## src/rtl/spi_multich_rx_if.sv

```systemverilog
// Handshake bundle for spi_multich_rx: SPI-side inputs plus the valid/ready frame output.
// The receiver uses the slave modport; the stimulus/consumer side uses master.
interface spi_multich_rx_if #(
    parameter int unsigned pCH     = 8,
    parameter int unsigned pW_DATA = 8
);
    logic                   spi_iclk;
    logic                   spi_enb;
    logic [pCH-1:0]         idata;
    logic [pCH*pW_DATA-1:0] odata;
    logic                   oval;
    logic                   iready;
    logic                   olast;
    logic                   oerr;
    logic                   ooverflow;

    modport slave (
        input  spi_iclk, spi_enb, idata, iready,
        output odata, oval, olast, oerr, ooverflow
    );

    modport master (
        output spi_iclk, spi_enb, idata, iready,
        input  odata, oval, olast, oerr, ooverflow
    );
endinterface

```

## src/rtl/spi_multich_rx.sv

```systemverilog
// Multi-lane SPI-style frame receiver running entirely in the iclk domain.
// Emits one packed word per good frame; pulses oerr on bad length, ooverflow on a dropped frame.
module spi_multich_rx #(
    parameter int unsigned pCH       = 8,
    parameter int unsigned pW_FRAME  = 10,
    parameter int unsigned pW_DATA   = 8,
    parameter int unsigned pLAST_BIT = 9,
    parameter int unsigned pSYNC     = 2
) (
    input logic             iclk,
    input logic             irst,
    spi_multich_rx_if.slave bus
);
    localparam int unsigned      W_CNT     = $clog2(pW_FRAME + 2);
    localparam logic [W_CNT-1:0] CNT_FRAME = W_CNT'(pW_FRAME);
    localparam logic [W_CNT-1:0] CNT_MAX   = W_CNT'(pW_FRAME + 1);

    typedef enum logic {StIdle, StRecv} state_t;

    logic [pSYNC-1:0]       r_sclk_sync;
    logic [pSYNC-1:0]       r_enb_sync;
    logic [pCH-1:0]         r_data_sync [pSYNC];
    logic                   r_sclk_dly;
    logic                   r_enb_dly;
    state_t                 r_state;
    logic [W_CNT-1:0]       r_cnt;
    logic [pW_FRAME-1:0]    r_shift [pCH];
    logic [pCH*pW_DATA-1:0] r_odata;
    logic                   r_oval;
    logic                   r_olast;
    logic                   r_oerr;
    logic                   r_ovf;

    logic           w_sclk_rise;
    logic           w_enb_fall;
    logic           w_enb_rise;
    logic           w_shift_en;
    logic [pCH-1:0] w_data;

    // Data shares the clock's sync depth so each lane bit lines up with its detected edge.
    always_ff @(posedge iclk) begin
        if (irst) begin
            r_sclk_sync <= '0;
            r_enb_sync  <= '1;
            for (int i = 0; i < int'(pSYNC); i++) r_data_sync[i] <= '0;
            r_sclk_dly  <= 1'b0;
            r_enb_dly   <= 1'b1;
        end else begin
            r_sclk_sync    <= {r_sclk_sync[pSYNC-2:0], bus.spi_iclk};
            r_enb_sync     <= {r_enb_sync[pSYNC-2:0], bus.spi_enb};
            r_data_sync[0] <= bus.idata;
            for (int i = 1; i < int'(pSYNC); i++) r_data_sync[i] <= r_data_sync[i-1];
            r_sclk_dly     <= r_sclk_sync[pSYNC-1];
            r_enb_dly      <= r_enb_sync[pSYNC-1];
        end
    end

    assign w_sclk_rise = r_sclk_sync[pSYNC-1] & ~r_sclk_dly;
    assign w_enb_fall  = ~r_enb_sync[pSYNC-1] & r_enb_dly;
    assign w_enb_rise  = r_enb_sync[pSYNC-1] & ~r_enb_dly;
    assign w_data      = r_data_sync[pSYNC-1];
    assign w_shift_en  = (r_state == StRecv) && w_sclk_rise && !w_enb_rise;

    // Shift registers carry no reset; only a complete frame is ever read out of them.
    always_ff @(posedge iclk) begin
        if (w_shift_en) begin
            for (int i = 0; i < int'(pCH); i++) begin
                r_shift[i] <= {r_shift[i][pW_FRAME-2:0], w_data[i]};
            end
        end
    end

    always_ff @(posedge iclk) begin
        if (irst) begin
            r_state <= StIdle;
            r_cnt   <= '0;
            r_odata <= '0;
            r_oval  <= 1'b0;
            r_olast <= 1'b0;
            r_oerr  <= 1'b0;
            r_ovf   <= 1'b0;
        end else begin
            r_oerr <= 1'b0;
            r_ovf  <= 1'b0;
            if (r_oval && bus.iready) r_oval <= 1'b0;
            case (r_state)
                StIdle: begin
                    if (w_enb_fall) begin
                        r_state <= StRecv;
                        r_cnt   <= '0;
                    end
                end
                StRecv: begin
                    if (w_enb_rise) begin
                        r_state <= StIdle;
                        if (r_cnt == CNT_FRAME) begin
                            // A same-edge accept frees the register for the new frame.
                            if (!r_oval || bus.iready) begin
                                for (int i = 0; i < int'(pCH); i++) begin
                                    r_odata[i*pW_DATA +: pW_DATA] <= r_shift[i][pW_DATA-1:0];
                                end
                                r_olast <= r_shift[0][pLAST_BIT];
                                r_oval  <= 1'b1;
                            end else begin
                                r_ovf <= 1'b1;
                            end
                        end else if (r_cnt != '0) begin
                            r_oerr <= 1'b1;
                        end
                    end else if (w_shift_en && r_cnt != CNT_MAX) begin
                        r_cnt <= r_cnt + 1'b1;
                    end
                end
                default: r_state <= StIdle;
            endcase
        end
    end

    assign bus.odata     = r_odata;
    assign bus.oval      = r_oval;
    assign bus.olast     = r_olast;
    assign bus.oerr      = r_oerr;
    assign bus.ooverflow = r_ovf;
endmodule
```

## src/flat_wrapper.sv

```systemverilog
// flat-port wrapper written by rule: the top's interface ports become plain ports
module spi_multich_rx_flat 
#(
    parameter int unsigned pCH       = 8,
    parameter int unsigned pW_FRAME  = 10,
    parameter int unsigned pW_DATA   = 8,
    parameter int unsigned pLAST_BIT = 9,
    parameter int unsigned pSYNC     = 2
)
  (iclk, irst, bus_spi_iclk, bus_spi_enb, bus_idata, bus_iready, bus_odata, bus_oval, bus_olast, bus_oerr, bus_ooverflow);
  spi_multich_rx_if #(.pCH(pCH), .pW_DATA(pW_DATA)) bus_i ();
  input logic iclk;
  input logic irst;
  input wire logic [$bits(bus_i.spi_iclk)-1:0] bus_spi_iclk;
  input wire logic [$bits(bus_i.spi_enb)-1:0] bus_spi_enb;
  input wire logic [$bits(bus_i.idata)-1:0] bus_idata;
  input wire logic [$bits(bus_i.iready)-1:0] bus_iready;
  output wire logic [$bits(bus_i.odata)-1:0] bus_odata;
  output wire logic [$bits(bus_i.oval)-1:0] bus_oval;
  output wire logic [$bits(bus_i.olast)-1:0] bus_olast;
  output wire logic [$bits(bus_i.oerr)-1:0] bus_oerr;
  output wire logic [$bits(bus_i.ooverflow)-1:0] bus_ooverflow;
  assign bus_i.spi_iclk = bus_spi_iclk;
  assign bus_i.spi_enb = bus_spi_enb;
  assign bus_i.idata = bus_idata;
  assign bus_i.iready = bus_iready;
  assign bus_odata = bus_i.odata;
  assign bus_oval = bus_i.oval;
  assign bus_olast = bus_i.olast;
  assign bus_oerr = bus_i.oerr;
  assign bus_ooverflow = bus_i.ooverflow;
  spi_multich_rx #(.pCH(pCH), .pW_FRAME(pW_FRAME), .pW_DATA(pW_DATA), .pLAST_BIT(pLAST_BIT), .pSYNC(pSYNC)) u_core (.iclk(iclk), .irst(irst), .bus(bus_i));
endmodule
```

## config.mk

```make
export PLATFORM = sky130hd
export DESIGN_NAME = spi_multich_rx_flat
export DESIGN_NICKNAME = d
export VERILOG_FILES = /design/src/rtl/spi_multich_rx_if.sv /design/src/rtl/spi_multich_rx.sv /design/src/flat_wrapper.sv
export SDC_FILE = /design/constraint.sdc
export NUM_CORES = 1
export LEC_CHECK = 0
export CAP_MARGIN = 20
export CORE_MARGIN = 8
export CORE_UTILIZATION = 55
export CTS_CLUSTER_SIZE = 12
export DETAILED_ROUTE_END_ITERATION = 10
export PLACE_DENSITY = 0.79
export RECOVER_POWER = 25
export SLEW_MARGIN = 10
export SYNTH_ARGS = -nofsm -noshare
export SYNTH_HDL_FRONTEND = slang
export SYNTH_SLANG_ARGS = --single-unit
```

## constraint.sdc

```tcl
create_clock -name iclk -period 4.9 [get_ports iclk]
set_input_delay 1.47 -clock iclk [delete_from_list [all_inputs] [get_ports iclk]]
set_output_delay 1.47 -clock iclk [all_outputs]
set_load 0.01 [all_outputs]
```

==> metrics.md, run 1 <==
| Metric | Value |
|---|---|
| Status | `completed` |
| Worst setup path class | `primary input to flop` |
| Flop2flop setup slack | `around 2700 ps` |
| Post-synth EDFFs | `66` |
| RSZ-0062 raised after global routing | `no` |
| Worst Path Required | `between 5000 and 6000 ps` |
| # hold bufs at CTS | `0` |
| Skew final | `9.16 ps` |
| Fin. Hold Viols | `0` |
| Sw power | `around 0.6 mW` |
| Setup crit start kind | `primary input` |
| Max Fclk | `around 340 MHz` |
| Final HPWL DP | `between 6000 and 7000 um` |
| Sw frac | `around 22%` |
| Max-Cap Viols | `0` |
| Cell taking the most area after synthesis | `edfxtp_1` |
| Post-CTS setup buffers | `0` |
| Xor and xnor area share after synthesis | `0%` |
| Flop pwr share | `between 50% and 60%` |
| Share of cells above drive strength 1 | `about 14%` |
| Final net count | `540` |
| Via count | `3369` |
| Worst slew pin tran | `between 1000 and 1500 ps` |
| CP peak stage delay | `around 580 ps` |
| Yosys warning count | `0` |
| Kind of end point of the critical path | `flop` |
| IO Pins | `81` |
| Post-route ant nets | `0` |
| Min-delay worst type | `flop to flop` |
| Clock Sinks | `161` |
| Max H-tree Level | `4` |
| Hold slack | `404 ps` |
| Clock latency on the worst-skew pair | `around 520 ps` |
| Worst-path clk slew | `70 ps` |
| Largest net degree at the start of global routing | `between 60 and 70` |
| Placed Instances | `about 640` |
| Final worst path period need | `2960 ps` |
| Synth Area in Compound Gates | `around a tenth` |
| FP Rows | `36` |
| FF+latch count, synth | `between 150 and 200` |
| Crit path DAT | `~3300 ps` |
| Post-synthesis adder-cell area fraction | `less than 1%` |
| Cell variety after synth | `32` |
| Clock network power share | `46.7%` |
| Routed len/inst | `roughly 15 um` |
| Largest family of logic cells by synthesized area | `simple AND/OR/NAND/NOR gates` |
| Vias in the first global route | `~3300` |
| 1st-pass router iterations | `4` |
| Die Area | `about 13000 um2` |
| Pint | `between 2 and 2.5 mW` |
| Most used DFF post-synth | `dfxtp_1` |
| Peak supply drop | `between 0.2 and 0.3 mV` |
| Comb power frac | `between 1 and 1.5%` |
| Power density over cell area | `roughly 400 nW/um2` |
| Fraction of registers with async set/reset | `0%` |
| Clock Path Buffers | `2` |
| Drt drc | `0` |
| Die X | `between 100 and 150 um` |
| Pleak | `2.19 nW` |
| Total Power | `between 2 and 3 mW` |
| Non-Filler Instances | `between 600 and 700` |
| Post-synthesis mux area share | `less than 1%` |
| Final setup TNS | `0 ps` |
| Routed WL | `around 10000 um` |
| Setup-failing EPs final | `0` |
| Initial DRC count | `around 230` |
| Total Routing Usage GR | `between 15 and 20%` |
| Period utilization | `60.5%` |
| Avg Inst Size Synth | `around 12 um2` |
| Worst rel slew slack | `between 20% and 30%` |
| Mapped cell area | `between 5000 and 6000 um2` |
| Die Y | `115 um` |
| TritonCTS Buffers | `17` |
| First-pass GRT wire length | `~16000 um` |
| Synth area leaders | `edfxtp_1 (37%), dfxtp_1 (35%), nand2_1 (9.2%)` |
| Vias/cell | `between 5 and 6` |
| Slowest cell on crit path | `nand4_1` |
| Placed inst area | `6240 um2` |
| Synth Area in Simple Gates | `between 10% and 20%` |
| CTS tree | `built` |
| CP max FO | `between 50 and 60` |
| Register area share after synthesis | `between 70% and 80%` |
| Post-synth top area share | `36.7%` |
| Synth Net Count | `around 460` |
| GRT Residual Overflow | `0` |
| I/O Buffers | `80` |
| Initial antenna violation count | `0` |
| Cts repair resizes | `0` |
| Final core occ | `70.6%` |
| Starting Density | `between 50% and 60%` |
| Synth Instances | `about 450` |
| Std-Cell Core Area | `roughly 9600 um2` |
| GPL Wtd Cong | `roughly 0.75` |
| Root Driver | `clkbuf_8` |
| Cells along the critical path | `clkdlybuf4s50_1 -> nand2b_1 -> nand4_1 -> buf_12 -> nand2_1 -> a21oi_1` |
| Area Overhead vs Synth | `26.1%` |
| Pre-CTS setup slack | `approximately 1400 ps` |
| Final setup margin | `roughly 1900 ps` |
| Inserted Diodes | `0` |
| Max Slew Vio Count | `0` |
| Design area | `just under 7000 um2` |
[worst max-delay path, delay by kind of cell]
family	cells	cell delay, ps
AO/OA/AOI/OAI	1	80
buffers and inverters	2	880
AND/OR/NAND/NOR	3	860
[cell usage after synthesis (3+ instances only)]
library cell / n
a21oi_2: 33
o21ai_0: 3
or2_2: 3
ha_1: 3
nor2b_1: 21
nor2_1: 3
inv_1: 5
buf_6: 3
buf_8: 3
nand2_1: 132
buf_2: 6
clkbuf_1: 10
edfxtp_1: 66
dfxtp_1: 95
a21oi_1: 33
nand2b_1: 5
nand3_1: 7
[flip-flops by register name (all words and copies together), names as in the netlist, 2 cells and up]
register,cells
u_core.r_cnt,4
u_core.r_shift,66
u_core.bus.odata,64
u_core.r_enb_sync,2
u_core.r_data_sync,16
u_core.r_sclk_sync,2
[kinds of logic after synthesis]
logic type,after synthesis
simple gates,178
flops,161
fa+ha+maj,3
buf+inv,29
mux,1
compound gates,74
[routing by layer]
layer | wire, um | vias up | global-route usage, %
li1 | - | 1659 | -
met1 | 4150 | 1609 | 17.5
met2 | 4940 | 90 | 25.7
met3 | 561 | 11 | 5.15
met4 | 156 | 0 | 8.06
met5 | 0 | - | 0
[cell type report]
| cell class | instances | area, um2 |
|---|---|---|
| Timing Repair Buffer | 83 | 830 |
| Multi-Input combinational cell | 256 | 1340 |
| Inverter | 5 | 18.8 |
| Clock buffer | 18 | 439 |
| Fill cell | 692 | 2830 |
| Sequential cell | 161 | 3880 |
| Tap cell | 133 | 166 |
| Clock inverter | 14 | 133 |
[power groups by stage]
stage / clock [mW] / sequential [mW] / combinational [mW]
2_1_floorplan: 0 / 1.43 / 0.0228
3_3_place_gp: 0 / 1.43 / 0.0358
3_5_place_dp: 0 / 1.43 / 0.0366
4_1_cts: 1.28 / 1.40 / 0.0367
5_1_grt: 1.34 / 1.40 / 0.0396
6_report: 1.26 / 1.40 / 0.0360
[cells in the final DEF (no fill, tap or decap), types with 4 or more instances in the layout]
cell / count
a21oi_1: 33
nor2b_1: 21
inv_6: 6
nand2_1: 132
inv_8: 5
clkdlybuf4s50_1: 79
nand3_1: 7
inv_1: 4
dfxtp_1: 95
clkbuf_16: 17
nand2b_1: 5
edfxtp_1: 66
a21oi_2: 33
[worst paths after layout]
check                           cells after the start                       from              endpoint
worst min register to register                      0  u_core.r_data_sync[0][10]  u_core.r_shift[1][0]
worst max register to register                      7            u_core.r_cnt[0]  u_core.bus.odata[12]
worst max-delay path                                6                 bus_iready  u_core.bus.odata[12]
worst min-delay path                                0  u_core.r_data_sync[0][10]  u_core.r_shift[1][0]
Note: power is estimated with default switching activity, not from simulation.
==> inputs of run 2 (changes only) <==
Settings changed: CORE_UTILIZATION 55 to 53, PLACE_DENSITY 0.79 to 0.76.
Clock period 4.9 ns to 3.07 ns, I/O delays scaled along.
==> metrics.md, run 2 (synthesis gave the netlist of run 1 again) <==
| Metric | Value |
|---|---|
| Die X | `approximately 120 um` |
| Final worst path period need | `around 2500 ps` |
| Vias/cell | `between 5 and 6` |
| Largest Register | `u_core.r_shift` |
| Starting Density | `roughly 53%` |
| Detail Route met3 WL | `slightly below 700 um` |
| # hold bufs at CTS | `0` |
| Clock Sinks | `between 150 and 200` |
| Met2 wire length | `4990 um` |
| Hold slack | `about 400 ps` |
| Total Routing Usage GR | `between 10% and 20%` |
| Final setup TNS | `0 ps` |
| Post-CTS setup buffers | `0` |
| Most common cell after layout, fill and taps aside | `nand2_1` |
| Worst Path Required | `between 3000 and 4000 ps` |
| Pleak | `approximately 2.2 nW` |
| Power density over cell area | `approximately 640 nW/um2` |
| Initial DRC count | `216` |
| Share of cells above drive strength 1 | `between 10% and 20%` |
| Min-delay worst type | `flop to flop` |
| First-pass GRT wire length | `16300 um` |
| Clock Path Buffers | `2` |
| Worst-path clk slew | `about 60 ps` |
| Via count | `roughly 3400` |
| Routed len/inst | `around 15 um` |
| Final HPWL DP | `between 6000 and 7000 um` |
| RSZ-0062 raised after global routing | `no` |
| Std-Cell Core Area | `~10000 um2` |
| Violated checks | `max-capacitance violations, max-slew violations` |
| I/O Buffers | `80` |
| Worst setup path class | `primary input to flop` |
| Worst slew pin tran | `around 1800 ps` |
| Setup crit start kind | `primary input` |
| Crit path DAT | `roughly 3000 ps` |
| Die Y | `between 100 and 150 um` |
| Routed WL | `just over 10000 um` |
| Period utilization | `81.9%` |
| Cts repair resizes | `0` |
| Max Fclk | `about 400 MHz` |
| Root Driver | `clkbuf_8` |
| Max Slew Vio Count | `36` |
| Met1 WL | `between 4000 and 5000 um` |
| TritonCTS Buffers | `17` |
| GRT Residual Overflow | `0` |
| Max FFs per register | `66` |
| Max H-tree Level | `4` |
| Non-Filler Instances | `about 680` |
| Drt drc | `0` |
| 1st-pass router iterations | `4` |
| Die Area | `13700 um2` |
| CP max FO | `38` |
| Post-route ant nets | `0` |
| Initial antenna violation count | `0` |
| Placed Instances | `~650` |
| Worst rel slew slack | `-18.4%` |
| FP Rows | `37` |
| Peak supply drop | `between 0.4 and 0.5 mV` |
| Status | `finished with violations` |
| Most frequent cells in the layout | `nand2_1 (132), dfxtp_1 (95), clkdlybuf4s50_1 (79), edfxtp_1 (66)` |
| Setup-failing EPs final | `0` |
| Area Overhead vs Synth | `27.5%` |
| Clock latency on the worst-skew pair | `520 ps` |
| Vias in the first global route | `between 3000 and 4000` |
| CTS tree | `built` |
| Kind of end point of the critical path | `flop` |
| Max-Cap Viols | `1` |
| Fillers | `768` |
| Final net count | `between 500 and 600` |
| GPL Wtd Cong | `around 0.80` |
| Fin. Hold Viols | `0` |
| Largest net degree at the start of global routing | `51` |
| IO Pins | `81` |
| Inserted Diodes | `0` |
| Top Metal Used | `met4` |
| Skew final | `8.57 ps` |
## run 2: path summary, 6_finish.rpt
check	start	cells after the start	endpoint	slack, ps
worst max register to register	u_core.r_cnt[0]	7	u_core.bus.odata[12]	1240
worst min register to register	u_core.r_data_sync[0][8]	0	u_core.r_shift[0][0]	400
worst max-delay path	irst	3	u_core.r_enb_sync[0]	560
worst min-delay path	u_core.r_data_sync[0][8]	0	u_core.r_shift[0][0]	400
## run 2: layout make-up
| cell class | count | area, um2 | share of cell area, % |
|---|---|---|---|
| Timing Repair Buffer | 87 | 872 | 12.7 |
| Inverter | 5 | 18.8 | 0.273 |
| Multi-Input combinational cell | 256 | 1340 | 19.4 |
| Clock buffer | 24 | 503 | 7.31 |
| Sequential cell | 161 | 3880 | 56.4 |
| Clock inverter | 8 | 97.6 | 1.42 |
| Tap cell | 136 | 170 | 2.47 |
## run 2: critical path: stages
cell and delay [ps]:
clkbuf_1 1250, buf_4 590, or2_2 190
## run 2: power breakdown
part / total (mW) / internal [mW] / switching, mW
registers: 2.24 / 2.23 / 0.00650
clock network: 2.07 / 1.30 / 0.777
logic: 0.0593 / 0.0249 / 0.0344
## run 2: metal layers
layer	GRT usage, %	up-vias
li1	-	1666
met1	18.6	1669
met2	24.9	78
met3	5.23	16
met4	6.91	0
met5	0	-
## run 2: stage by stage
stage	power, mW	util (%)	area, um2	setup slack, ps
4_1_cts	4.41	68.2	6880	655
2_1_floorplan	2.32	-	5400	476
5_1_grt	4.52	68.2	6880	374
3_5_place_dp	2.34	62.3	6280	535
6_report	4.37	68.2	6880	556
3_3_place_gp	2.34	62.3	6280	573
==> inputs of run 3 (changes only) <==
Settings changed: CORE_UTILIZATION 53 to 48, PLACE_DENSITY 0.76 to 0.73.
Clock period 3.07 ns to 2.2 ns, I/O delays scaled along.
==> metrics.md, run 3 (synthesis gave the netlist of run 1 again) <==
| Metric | Value |
|---|---|
| Register area | `3880 um2` |
| Worst setup path class | `flop to primary output` |
| Routed len/inst | `14.2 um` |
| Hold slack | `between 400 and 500 ps` |
| GRT Residual Overflow | `0` |
| Worst-path clk slew | `60 ps` |
| Worst slew pin tran | `1300 ps` |
| Status | `completed` |
| Max FFs per register | `66` |
| CTS tree | `built` |
| Final HPWL DP | `6340 um` |
| Share of cells above drive strength 1 | `14.4%` |
| Post-route ant nets | `0` |
| Die Area | `14900 um2` |
| Inserted Diodes | `0` |
| Starting Density | `49.6%` |
| Die X | `122 um` |
| Total Power | `about 6.3 mW` |
| Flop pwr share | `between 40% and 50%` |
| Most frequent cells in the layout | `nand2_1 (132), dfxtp_1 (95), clkdlybuf4s50_1 (79), edfxtp_1 (66)` |
| Placed Instances | `around 650` |
| Fillers | `between 800 and 900` |
| Total Routing Usage GR | `a little over an eighth` |
| RSZ-0062 raised after global routing | `no` |
| FP Rows | `38` |
| Pleak | `2.25 nW` |
| Via count | `between 3000 and 4000` |
| Min-delay worst type | `flop to flop` |
| Period utilization | `a little over nine tenths` |
| Slowest cell on crit path | `clkdlybuf4s50_1` |
| Skew final | `between 9 and 10 ps` |
| Multi-input logic area | `roughly 1300 um2` |
| Drt drc | `0` |
| Power density over cell area | `around 900 nW/um2` |
| Final setup TNS | `0 ps` |
| Crit path DAT | `approximately 1400 ps` |
| Max Slew Vio Count | `0` |
| Largest net degree at the start of global routing | `43` |
| Largest Register | `u_core.r_shift` |
| CP peak stage delay | `between 500 and 600 ps` |
| Std-Cell Core Area | `around 11000 um2` |
| Clock network power share | `a little under 50%` |
| CP delay by family, top | `buffers and inverters` |
| Kind of end point of the critical path | `primary output` |
| Setup-failing EPs final | `0` |
| I/O Buffers | `80` |
| Post-CTS setup buffers | `0` |
| WP buf/inv | `1` |
| Peak supply drop | `0.534 mV` |
| Die Y | `about 120 um` |
| Max-Cap Viols | `0` |
| Clock latency on the worst-skew pair | `510 ps` |
| Max H-tree Level | `4` |
| Non-Filler Instances | `slightly below 700` |
| Initial antenna violation count | `0` |
| Cts repair resizes | `0` |
| Clock Path Buffers | `2` |
| Vias/cell | `4.90` |
| Worst rel slew slack | `between 10% and 20%` |
| # hold bufs at CTS | `0` |
| Comb power frac | `1.4%` |
| GPL Wtd Cong | `roughly 0.75` |
| Vias in the first global route | `roughly 3400` |
| Initial DRC count | `between 200 and 300` |
| Final net count | `between 500 and 600` |
| Routed WL | `~9700 um` |
| Sw power | `approximately 1.2 mW` |
| Sw frac | `around a fifth` |
| Max Fclk | `between 400 and 500 MHz` |
| Setup crit start kind | `flop` |
| Area Overhead vs Synth | `28.9%` |
| Final worst path period need | `about 2100 ps` |
| Worst Path Required | `approximately 1500 ps` |
| Fin. Hold Viols | `0` |
| Most common cell after layout, fill and taps aside | `nand2_1` |
| CP max FO | `2` |
| First-pass GRT wire length | `16100 um` |
| IO Pins | `a little over 80` |
| Clock Sinks | `161` |
| TritonCTS Buffers | `17` |
| Root Driver | `clkbuf_8` |
| 1st-pass router iterations | `5` |
| Pint | `5.07 mW` |
| Cells along the critical path | `clkdlybuf4s50_1` |
==> run 3: routing by layer <==
layer	share of wire [%]	track usage, %	wire length [um]
met4	0.47	5.55	46
met2	48	21.6	4690
met1	46	16.4	4430
met5	0	0	0
met3	5.6	5.00	543
==> run 3: area by class of cell <==
class,instances,area share [%]
clock buffer,20,6.42
tap,140,2.52
multi-input combinational,256,19.2
clock inverter,12,2.59
timing repair buffer,89,13.1
sequential,161,55.8
inverter,5,0.324
==> run 3: power groups by stage <==
stage / Clock, mW / Combinational, mW / Sequential, mW
finish: 3.06 / 0.0857 / 3.12
global route: 3.27 / 0.0938 / 3.12
CTS: 3.13 / 0.0875 / 3.12
detailed placement: 0 / 0.0873 / 3.19
global placement: 0 / 0.0861 / 3.19
floorplan: 0 / 0.0509 / 3.19
==> run 3: path summary, 6_finish.rpt <==
check	startpoint	endpoint	slack (ps)	depth (start not counted)
max	u_core.bus.odata[11]	bus_odata[11]	120	1
min	u_core.r_data_sync[0][9]	u_core.r_shift[0][10]	400	0
max reg2reg	u_core.r_cnt[0]	u_core.bus.odata[27]	390	7
min reg2reg	u_core.r_data_sync[0][9]	u_core.r_shift[0][10]	400	0
==> run 3: stage by stage <==
step / util (%) / area [um2] / setup slack [ps]
2_1_floorplan: - / 5400 / 108
3_3_place_gp: 58.2 / 6330 / 96.2
3_5_place_dp: 58.2 / 6330 / 26.5
4_1_cts: 63.9 / 6960 / 69.9
5_1_grt: 63.9 / 6960 / 51.1
6_report: 63.9 / 6960 / 116
